File: config.mk
export PLATFORM = sky130hd
export DESIGN_NAME = fetch_decode_stage
export DESIGN_NICKNAME = d
export VERILOG_FILES = /design/src/rtl/fetch_decode_stage.sv
export SDC_FILE = /design/constraint.sdc
export NUM_CORES = 1
export LEC_CHECK = 0
export ABC_AREA = 1
export ABC_CLOCK_PERIOD_IN_PS = 1430
export BUFFER_PORTS_ARGS = -buffer_cell sky130_fd_sc_hd__buf_2
export CELL_PAD_IN_SITES_DETAIL_PLACEMENT = 0
export CELL_PAD_IN_SITES_GLOBAL_PLACEMENT = 2
export CORE_MARGIN = 4
export CORE_UTILIZATION = 30
export CTS_CLUSTER_DIAMETER = 120
export DETAILED_ROUTE_END_ITERATION = 8
export PLACE_DENSITY = 0.86
export REMOVE_ABC_BUFFERS = 1
export SKIP_CTS_REPAIR_TIMING = 1
export SYNTH_ARGS = -nofsm -noshare
export SYNTH_HDL_FRONTEND = slang
export SYNTH_SLANG_ARGS = --single-unit
File: constraint.sdc
create_clock -name clk -period 1.43 [get_ports clk]
set_input_delay 0.286 -clock clk [delete_from_list [all_inputs] [get_ports clk]]
set_output_delay 0.286 -clock clk [all_outputs]
set_load 0.02 [all_outputs]
File: src/rtl/fetch_decode_stage.sv
// Fetch stage: owns the PC, addresses the synchronous instruction ROM and holds the IF/ID register.
// Define FD_LOAD_USE_STALL_EN to build load-use detection with a one-bubble skid/replay.
module fetch_decode_stage #(
  parameter logic [15:0] PC_RESET = 16'h0000,
  parameter logic [15:0] NOP_WORD = 16'h0000
) (
  input  logic        clk,
  input  logic        rst,
  output logic [15:0] imem_addr,
  input  logic [15:0] imem_rdata,
  input  logic        branch_taken,
  input  logic [15:0] branch_target,
  output logic [15:0] instruction,
  output logic [15:0] instr_pc,
  output logic        instr_valid,
  output logic        lu_stall,
  output logic        flushing
);

`ifdef FD_LOAD_USE_STALL_EN
  typedef enum logic [1:0] {BOOT, RUN, FLUSH, LU_REPLAY} state_t;
`else
  typedef enum logic [1:0] {BOOT, RUN, FLUSH} state_t;
`endif

  state_t      state, state_nx;
  logic [15:0] pc, pc_nx, fetch_pc_d;
  logic [15:0] ir_nx, ipc_nx;
  logic        ivld_nx, fl_nx;

  assign imem_addr = pc;

`ifdef FD_LOAD_USE_STALL_EN
  logic [15:0] skid, skid_nx, skid_pc, skid_pc_nx;
  logic        skid_vld, skid_vld_nx, lu_nx, hazard, rd_rs, rd_rt;
  logic [3:0]  in_op;

  assign in_op = imem_rdata[15:12];

  // Which source fields the incoming instruction actually reads.
  always_comb begin
    rd_rs = 1'b0;
    rd_rt = 1'b0;
    case (in_op)
      4'd0, 4'd5, 4'd6: begin rd_rs = 1'b1; rd_rt = 1'b1; end
      4'd1, 4'd3:       rd_rt = 1'b1;
      4'd4:             rd_rs = 1'b1;
      default: ;
    endcase
  end

  assign hazard = instr_valid && (instruction[15:12] == 4'd4) &&
                  ((rd_rs && (imem_rdata[11:9] == instruction[8:6])) ||
                   (rd_rt && (imem_rdata[8:6]  == instruction[8:6])));
`else
  assign lu_stall = 1'b0;
`endif

  always_comb begin
    state_nx = state;
    pc_nx    = pc;
    ir_nx    = instruction;
    ipc_nx   = instr_pc;
    ivld_nx  = instr_valid;
    fl_nx    = 1'b0;
`ifdef FD_LOAD_USE_STALL_EN
    skid_nx     = skid;
    skid_pc_nx  = skid_pc;
    skid_vld_nx = skid_vld;
    lu_nx       = 1'b0;
`endif
    // Branch redirect beats everything; BOOT has no valid fetch to squash.
    if (branch_taken && (state != BOOT)) begin
      pc_nx    = branch_target;
      ir_nx    = NOP_WORD;
      ivld_nx  = 1'b0;
      fl_nx    = 1'b1;
      state_nx = FLUSH;
`ifdef FD_LOAD_USE_STALL_EN
      skid_vld_nx = 1'b0;
`endif
    end else begin
      case (state)
        BOOT: begin
          ir_nx    = NOP_WORD;
          ivld_nx  = 1'b0;
          pc_nx    = pc + 16'd1;
          state_nx = RUN;
        end
        RUN: begin
`ifdef FD_LOAD_USE_STALL_EN
          // Park the dependent word and hold the PC so its successor is re-fetched.
          if (hazard) begin
            ir_nx       = NOP_WORD;
            ivld_nx     = 1'b0;
            skid_nx     = imem_rdata;
            skid_pc_nx  = fetch_pc_d;
            skid_vld_nx = 1'b1;
            lu_nx       = 1'b1;
            state_nx    = LU_REPLAY;
          end else
`endif
          begin
            ir_nx   = imem_rdata;
            ipc_nx  = fetch_pc_d;
            ivld_nx = 1'b1;
            pc_nx   = pc + 16'd1;
          end
        end
        FLUSH: begin
          ir_nx    = NOP_WORD;
          ivld_nx  = 1'b0;
          fl_nx    = 1'b1;
          pc_nx    = pc + 16'd1;
          state_nx = RUN;
        end
`ifdef FD_LOAD_USE_STALL_EN
        LU_REPLAY: begin
          ir_nx       = skid;
          ipc_nx      = skid_pc;
          ivld_nx     = skid_vld;
          skid_vld_nx = 1'b0;
          pc_nx       = pc + 16'd1;
          state_nx    = RUN;
        end
`endif
        default: state_nx = BOOT;
      endcase
    end
  end

  always_ff @(posedge clk or negedge rst) begin
    if (!rst) begin
      state       <= BOOT;
      pc          <= PC_RESET;
      fetch_pc_d  <= PC_RESET;
      instruction <= NOP_WORD;
      instr_pc    <= 16'h0000;
      instr_valid <= 1'b0;
      flushing    <= 1'b0;
`ifdef FD_LOAD_USE_STALL_EN
      lu_stall    <= 1'b0;
      skid        <= NOP_WORD;
      skid_pc     <= 16'h0000;
      skid_vld    <= 1'b0;
`endif
    end else begin
      state       <= state_nx;
      pc          <= pc_nx;
      fetch_pc_d  <= pc;
      instruction <= ir_nx;
      instr_pc    <= ipc_nx;
      instr_valid <= ivld_nx;
      flushing    <= fl_nx;
`ifdef FD_LOAD_USE_STALL_EN
      lu_stall    <= lu_nx;
      skid        <= skid_nx;
      skid_pc     <= skid_pc_nx;
      skid_vld    <= skid_vld_nx;
`endif
    end
  end

endmodule

Word level (Yosys, flattened, before mapping)
Index checks and enable logic that the tools add are counted. W data, S select, Z words.

Register bits: 68. Bits in latches: 0. RAM bits: 0. ROM bits: 0. Input port bits: 35. Output and inout port bits: 51. Logic and storage cells: 30. Memories kept: 0.

$add $sub $neg: 1. Multiply operators: 0. Div/mod/pow operators: 0. Order comparisons: 0. Equality and inequality tests: 3. Shift-type cells: 0. Multiplexer cells: 10. Bitwise gates (word level): 1. Reduce and logical (&&, ||, !) cells: 8.

Operators with widths (number): $mux W16 (3); $pmux W16 S2 (1); $add A16 B1 Y16 const B (1); $pmux W2 S2 (1); $reduce_bool A2 Y1 (2); $mux W1 (3); $reduce_bool A3 Y1 (1); $reduce_or A3 Y1 (1); $eq A2 B1 Y1 const B (1); $eq A2 B2 Y1 const B (1); $logic_not A2 Y1 (1); $mux W2 (1); $ne A2 B2 Y1 const B (1); $pmux W1 S2 (1); $reduce_and A2 Y1 (1); $reduce_or A2 Y1 (1); $logic_and A1 B1 Y1 (1); $not A1 Y1 (1).

Depth between registers and ports, before layout
Gate-level depths: netlist of the first run.

Depth in word-level cells: 4. Depth in mapped cells: 10. Depth with buffers taken out: 9.

Worst setup path after synthesis of the first run
OpenSTA, ideal clock, no wires.

Path kind: flip-flop to flip-flop. Start point: register pc[1] (netlist: imem_addr[1]). End point: register pc[12] (netlist: imem_addr[12]). Library setup time: 0.117 ns. Data arrival time: 1.314 ns. Required time: 1.313 ns. Slack: -0.001 ns. Stages on the path, launching flop included: 9. Path buffers: 0. Period minus slack after synthesis: 1.431 ns. Cells stage by stage: dfrtp_1 ha_1 nand3_1 inv_1 nand2_1 o21ai_0 nand3_1 nand2_1 nand2_1.

Cells in the longest elaborated chain, start to end: 3.

Ends and longest elaborated chain: from (decl) (RTL line 27) `logic [15:0] pc, pc_nx, fetch_pc_d;`; from (signal assigned) (RTL line 149) `pc <= pc_nx;`; $add A16 B1 Y16 (RTL line 87, 107, 114); $mux W16; $mux W16 (RTL line 73) `if (branch_taken && (state != BOOT)) begin`.

Every way passes these cells. The select of a mux whose other input is x is not followed. A chain may end at the register's enable or synchronous reset.

Final worst setup path of the first run
Start point: register pc[1] (netlist: imem_addr[1]). End point: output imem_addr[1].

RTL lines: to (decl) (RTL line 9) `output logic [15:0] imem_addr,`.

No word-level cell between the ends.

==> results.txt, run 1 <==
Final Critical Period = 1.370 ns
Root Buffer = clkbuf_8
predominant post-synthesis flop cell = dfrtp_1
synth top area cells = dfrtp_1 (59%), nand2_1 (13%), nand3_1 (6.8%)
depth of the CTS H-tree = 3
launch point of the worst hold path = branch_target[8]
Multi-input gate area = 1056 sq um
synthesis-stage register bit count = 68
Filler cells = 974
clock slew at reported path FFs = 0.07 ns
Clock Skew = 0.007282 ns
synth cell count leaders = nand2_1 (96), dfrtp_1 (68), nand3_1 (39)
status = finished, final reports clean
number of synthesized flops with an enable pin = 0
met2 wire len = 3.387 mm
critical path cell sequence = buf_4, buf_2
r2r endpoint = imem_addr[9]
asr flop ratio synth = 100.0%
Period Utilization, post-route = 95.78%
largest area contributor in the netlist = dfrtp_1
syn_area_per_cell = 9.529 sq um
TNS Setup = 0 ns
top-count cell post-synth = nand2_1
Reg2Reg Depth = 6
Final GP Congestion = 0.7681
Congestion Overflow GR = 0
drt drc = 0
Yosys Warn Count = 0
RR Startpoint = state[0]
DRT iter0 DRCs = 122
Mapped Cells = 302
max layer used = met4
DP Area = 3557 sq um
worst hold-check path type = primary input to flop
antenna violations before repair = 0
Post-DRT Antenna Nets = 0
NumNets Final = 446
CTS Buf Count = 9
worst hold path depth = 3
Synth top area share = 59.13%
Slowest cell on crit path = dfrtp_2
worst path bufs/invs = 2
vias = 2367
Final Cell Area = 3789 sq um
core area = 9284 sq um
Syn Std Cell Area = 2878 sq um
Startpoint Class = flop
met3 routed WL = 361 microns
die area = 11220 sq um
Max stage delay on crit path = 0.44 ns
via/cell ratio = 4.383
Final Hold Viols = 0
TritonRoute pass-1 iters = 4
Crit. End Element = output port
synth-to-layout area growth = 31.65%
PwrDens = 1708 nW/um^2
Fmax = 730.1 MHz
IO Port Bufs = 84
global-route wire length before repair = 11.94 mm
fin. max-slew vios = 0
wire per inst = 13.54 microns
R2R setup slack = 0.08 ns
site row count = 35
Pleak = 1.988 nW
Max Fanout on Critical Path = 4
Yosys cell types = 30
Critical Path RT = 1.14 ns
antenna diode count = 0
register area share after synthesis = 59.13%
largest net degree at the start of global routing = 69
all-layer global routing usage = 13.77%
share of layout cells above drive strength 1 = 37.23%
peak supply drop = 585.8 uV
die span in y = 105.9 microns
Max-cap violations = 0
die width = 105.9 microns
DP Wirelength = 5.183 mm
Setup CP Type = flop to output port
final setup fails = 0
vias in the first global route = 2360
Hold EP = imem_addr[8]
clk buf depth = 2
I/O pin cnt = 86
WHS = 0.1592 ns
RSZ-0062 raised after global routing = true
Top Family by Delay on Critical Path = flip-flops
Critical Path AT = 1.08 ns
Reg area = 1707 sq um
Initial Utilization = 31.00%
CTS tree = done
Post-Route WL = 7.312 mm
Setup crit start = imem_addr[1]
# clock sinks = 68
Met1 Wirelength = 3.462 mm
clock insertion delay at the later pin of the skew report = 0.34 ns
==> cell usage in the layout (no fill, tap or decap), drive strengths merged <==
cell type,n
clkinv,1
a31oi,2
xor2,1
o21ai,12
o211ai,2
dfrtp,68
o21bai,2
clkbuf,12
buf,107
o22ai,1
conb,1
mux2,16
dlygate4sd3,1
nor3,1
nand4,1
nand3,39
xnor2,1
a21oi,2
nand2,98
nor2,16
o21a,1
or2,1
inv,24
ha,1
==> flip-flops by register name, summed over array words and instances (netlist names) <==
name and count:
flushing 1, fetch_pc_d 16, instruction 16, state 2, imem_addr 16, instr_pc 16, instr_valid 1
==> kinds of logic after synthesis <==
family,Yosys count,synth area share (%)
flops,68,59.13
simple gates,156,23.26
fa+ha+maj,1,0.4347
compound gates,22,4.391
buf+inv,36,5.783
mux,16,6.261
xor+xnor,2,0.6088
other cells,1,0.1303
==> metrics by stage <==
| stage | worst slack [ns] | cells | util [%] | power (mW) |
|---|---|---|---|---|
| floorplan | -0.1500 | 291 | - | 4.128 |
| global placement | 0.007453 | 525 | 38.32 | 5.096 |
| detailed placement | 0.009961 | 525 | 38.32 | 5.132 |
| CTS | 0.004714 | 537 | 39.88 | 6.454 |
| global route | -0.03246 | 540 | 40.81 | 6.933 |
| finish | 0.06040 | 540 | 40.81 | 6.470 |
==> tightest hold or removal path, cell delays in order <==
cell and delay, ns:
buf_2 0.07, nand2_1 0.04, nand3_1 0.07
==> worst max path at each step <==
stage                    end  cells after the start  slack [ns]
2_1_floorplan   imem_addr[3]                      5       -0.15
3_3_place_gp   imem_addr[13]                      9       0.007
3_5_place_dp   imem_addr[13]                      9        0.01
4_1_cts        imem_addr[13]                      9       0.005
5_1_grt         imem_addr[2]                      6       -0.03
6_report        imem_addr[1]                      2        0.06
==> report_power, final <==
part           internal, mW  switching [mW]  leakage [nW]
Sequential             2.50           0.338         0.827
Combinational         0.953            1.39          1.09
Clock                 0.640           0.650        0.0743
Total                  4.09            2.38          1.99
==> routing by layer <==
metal / vias to the layer above / track usage (%)
li1: 1177 / -
met1: 1129 / 18.40
met2: 52 / 21.13
met3: 9 / 4.614
met4: 0 / 4.440
met5: - / 0
==> cell type report <==
type                    instances  area share, %
flip-flops and latches         68          45.05
multi-input cells             198          27.87
inverters                      25          2.477
well taps                     129          4.260
repair buffers                108          16.51
clock buffers                  12          3.831
(Power assumes the default switching activity.)
==> run 2: changes to the inputs <==
==> constraint.sdc (replaced) <==
create_clock -name clk -period 1.43 [get_ports clk]
set_input_delay 0.2145 -clock clk [delete_from_list [all_inputs] [get_ports clk]]
set_output_delay 0.2145 -clock clk [all_outputs]
set_load 0.02 [all_outputs]
==> results.txt, run 2 (synthesized netlist as in run 1, its figures left out) <==
Final Cell Area = 3815 sq um
Post-DRT Antenna Nets = 0
Filler cells = 973
CTS tree = done
PwrDens = 1792 nW/um^2
Setup crit start = state[0]
all-layer global routing usage = 13.75%
vias = 2400
Clock power frac = 25.6%
RSZ-0062 raised after global routing = true
clk buf depth = 2
R2R setup slack = 0.03 ns
commonest non-fill, non-tap cell in the layout = nand2_1
Final Critical Period = 1.395 ns
worst hold-check path type = primary input to flop
clock insertion delay at the later pin of the skew report = 0.34 ns
status = finished, final reports clean
Max-cap violations = 0
Critical Path AT = 1.61 ns
Setup CP Type = flop to flop
Crit. End Element = flop
antenna diode count = 0
Congestion Overflow GR = 0
I/O pin cnt = 86
die area = 11220 sq um
share of layout cells above drive strength 1 = 36.89%
peak supply drop = 579.7 uV
Internal = 4.417 mW
core area = 9284 sq um
DRT iter0 DRCs = 125
Post-Place Cells = 522
Comb power frac = 33.1%
CTS Buf Count = 9
Switching Fraction = 35.41%
fin. max-slew vios = 0
synth-to-layout area growth = 32.57%
Pleak = 2.003 nW
switching pwr = 2.421 mW
Critical Path RT = 1.65 ns
Startpoint Class = flop
Max Fanout on Critical Path = 17
Finished Layout Cells = 541
wire per inst = 13.65 microns
most frequent cells in the layout = nand2_1 (94), buf_2 (84), dfrtp_1 (64), nand3_1 (38), inv_1 (21)
Root Buffer = clkbuf_8
die span in y = 105.9 microns
Final GP Congestion = 0.7504
Fmax = 716.6 MHz
die width = 105.9 microns
depth of the CTS H-tree = 3
launch point of the worst hold path = imem_rdata[2]
Multi-input gate area = 1042 sq um
Final Hold Viols = 0
DP Area = 3535 sq um
TritonRoute pass-1 iters = 4
RR Startpoint = state[0]
largest net degree at the start of global routing = 69
IO Port Bufs = 84
Reg area = 1707 sq um
clock slew at reported path FFs = 0.08 ns
Clock Skew = 0.009032 ns
Period Utilization, post-route = 97.59%
global-route wire length before repair = 12.14 mm
drt drc = 0
Post-Route WL = 7.384 mm
site row count = 35
final setup fails = 0
Initial Utilization = 31.00%
vias in the first global route = 2328
NumNets Final = 443
DP Wirelength = 5.270 mm
fin util = 41.09%
antenna violations before repair = 0
# clock sinks = 68
Seq pwr share = 41.3%
via/cell ratio = 4.436
## run 2: power by group through the flow
stage | Combinational [mW] | Sequential [mW] | Clock [mW]
4_1_cts | 2.24 | 2.83 | 1.80
5_1_grt | 2.49 | 2.90 | 1.90
2_1_floorplan | 0.748 | 3.38 | 0
3_5_place_dp | 2.23 | 2.86 | 0
3_3_place_gp | 2.21 | 2.83 | 0
6_report | 2.27 | 2.82 | 1.75
## run 2: worst paths after layout
| kind | end | cells after the start |
|---|---|---|
| min | instruction[2] | 3 |
| min in group asynchronous | instr_pc[14] | 3 |
| min reg2reg | fetch_pc_d[4] | 0 |
| max reg2reg | instr_pc[9] | 5 |
| max | instr_pc[9] | 5 |
| max in group asynchronous | imem_addr[7] | 3 |
## run 2: per-stage QoR
step,power [mW],setup WS (ns),hold slack (ns),TNS [ns]
finish,6.838,0.03451,0.09145,0
global route,7.297,-0.07297,0.09203,-1.509
CTS,6.865,-0.02351,-0.1043,-0.02654
detailed placement,5.098,-0.01166,0.2672,-0.01166
global placement,5.045,-0.006469,0.2662,-0.006469
floorplan,4.128,-0.1500,-0.08109,-2.544
## run 2: cell type report
class                   count  share of cell area, %
clock inverters             4                  1.902
multi-input cells         198                  27.32
inverters                  25                  2.460
repair buffers            105                  15.55
flip-flops and latches     68                  44.74
clock buffers              12                  3.805
well taps                 129                  4.231
## run 2: layer usage
metal	wire length (microns)	track usage (%)
met5	0	0
met3	324	2.914
met2	3446	21.36
met4	116	5.550
met1	3496	18.74
## run 2: critical path: stages, from the launching register on
cell     delay, ns
dfrtp_1       0.38
nand2_1       0.09
inv_1         0.10
nand2_2       0.10
nand2_4       0.22
mux2_2        0.37
==> run 3: changes to the inputs <==
--- a/config.mk
+++ b/config.mk
@@ -8,6 +8,7 @@
 export ABC_AREA = 1
 export ABC_CLOCK_PERIOD_IN_PS = 1430
 export BUFFER_PORTS_ARGS = -buffer_cell sky130_fd_sc_hd__buf_2
+export CAP_MARGIN = 30
 export CELL_PAD_IN_SITES_DETAIL_PLACEMENT = 0
 export CELL_PAD_IN_SITES_GLOBAL_PLACEMENT = 2
 export CORE_MARGIN = 4
@@ -15,6 +16,7 @@
 export CTS_CLUSTER_DIAMETER = 120
 export DETAILED_ROUTE_END_ITERATION = 8
 export PLACE_DENSITY = 0.86
+export RECOVER_POWER = 100
 export REMOVE_ABC_BUFFERS = 1
 export SKIP_CTS_REPAIR_TIMING = 1
 export SYNTH_ARGS = -nofsm -noshare
==> results.txt, run 3 (synthesized netlist as in run 1, its figures left out) <==
status = finished, final reports clean
Initial Utilization = 31.00%
met1 Usage GRT = 18.74%
all-layer global routing usage = 13.75%
NumNets Final = 443
Period Utilization, post-route = 97.47%
antenna violations before repair = 0
I/O pin cnt = 86
Clock power frac = 26.0%
Clock Skew = 0.01141 ns
RSZ-0062 raised after global routing = true
most frequent cells in the layout = nand2_1 (94), dfrtp_1 (66), clkbuf_1 (48), buf_2 (40), nand3_1 (38)
via/cell ratio = 4.447
Max stage delay on crit path = 0.38 ns
switching pwr = 2.430 mW
Final Power = 6.708 mW
Critical Path RT = 1.65 ns
share of layout cells above drive strength 1 = 25.24%
PwrDens = 1800 nW/um^2
Internal = 4.279 mW
Post-DRT Antenna Nets = 0
die span in y = 105.9 microns
die width = 105.9 microns
global routing usage on met2 = 21.36%
Top Family by Delay on Critical Path = simple AND/OR/NAND/NOR gates
critical path cell sequence = nand2_1, inv_1, nand2_2, nand2_4, mux2_2
depth of the CTS H-tree = 3
largest net degree at the start of global routing = 69
Comb power frac = 31.8%
DRT iter0 DRCs = 118
Seq pwr share = 42.2%
commonest non-fill, non-tap cell in the layout = nand2_1
drt drc = 0
vias in the first global route = 2328
Congestion Overflow GR = 0
Worst Max-Slew Pin Slew = 0.8635 ns
global-route wire length before repair = 12.14 mm
vias = 2406
IO Port Bufs = 84
CTS Buf Count = 9
synth-to-layout area growth = 29.52%
Pleak = 1.845 nW
worst hold-check path type = primary input to flop
clock insertion delay at the later pin of the skew report = 0.34 ns
clk buf depth = 2
Final GP Congestion = 0.7504
Startpoint Class = flop
# clock sinks = 68
die area = 11220 sq um
Max-cap violations = 0
antenna diode count = 0
GR met3 Demand/Resource = 2.914%
Max Fanout on Critical Path = 17
Root Buffer = clkbuf_8
Final Hold Viols = 0
Critical Path AT = 1.61 ns
wire per inst = 13.69 microns
clock slew at reported path FFs = 0.08 ns
CTS tree = done
fin. max-slew vios = 0
TNS Setup = 0 ns
peak supply drop = 554.4 uV
core area = 9284 sq um
Fmax = 717.4 MHz
worst path bufs/invs = 1
TritonRoute pass-1 iters = 4
Post-Route WL = 7.406 mm
final setup fails = 0
DP Wirelength = 5.270 mm
Crit. End Element = flop
most used routing layer = met2
Slowest cell on crit path = dfrtp_1
Setup CP Type = flop to flop
Final Critical Period = 1.394 ns
Rel. slew slack = 42.43%
site row count = 35
Switching Fraction = 36.22%
[run 3: final timing paths]
| path | start | to | slack [ns] | depth (start not counted) |
|---|---|---|---|---|
| max | state[0] | instr_pc[9] | 0.04 | 5 |
| min | imem_rdata[2] | instruction[2] | 0.09 | 3 |
| max reg2reg | state[0] | instr_pc[9] | 0.04 | 5 |
| min reg2reg | imem_addr[5] | fetch_pc_d[5] | 0.46 | 0 |
| max in group asynchronous | rst | imem_addr[7] | 0.19 | 3 |
| min in group asynchronous | rst | instr_pc[14] | 0.60 | 3 |
[run 3: per-stage QoR]
stage,hold WS (ns),instances,util [%],setup WS (ns),area [sq um]
floorplan,-0.08109,291,-,-0.1500,2805
CTS,-0.1043,538,40.42,-0.02351,3752
finish,0.09413,541,40.15,0.03613,3727
global route,0.09203,541,40.15,-0.07297,3727
global placement,0.2662,522,38.07,-0.006469,3535
detailed placement,0.2672,522,38.07,-0.01166,3535
[run 3: per-layer routing]
layer	up-vias	share of wire [%]
li1	1185	-
met1	1154	48
met2	57	46
met3	10	4.6
met4	0	1.5
met5	-	0
[run 3: area by class of cell]
class	instances	area (sq um)
well taps	129	161.4
fillers	1004	5557
flip-flops and latches	68	1704
clock inverters	4	72.57
clock buffers	12	145.1
inverters	25	93.84
multi-input cells	198	1042
repair buffers	105	508.0
[run 3: tightest hold or removal path, delay by kind of cell]
family	cells	cell delay [ns]
buffers and inverters	1	0.08
AND/OR/NAND/NOR	2	0.11
[run 3: power groups by stage]
stage | logic [mW] | clock network (mW) | registers, mW
5_1_grt | 2.36 | 1.90 | 2.91
4_1_cts | 2.24 | 1.80 | 2.83
6_report | 2.13 | 1.74 | 2.83
3_3_place_gp | 2.21 | 0 | 2.83
2_1_floorplan | 0.748 | 0 | 3.38
3_5_place_dp | 2.23 | 0 | 2.86
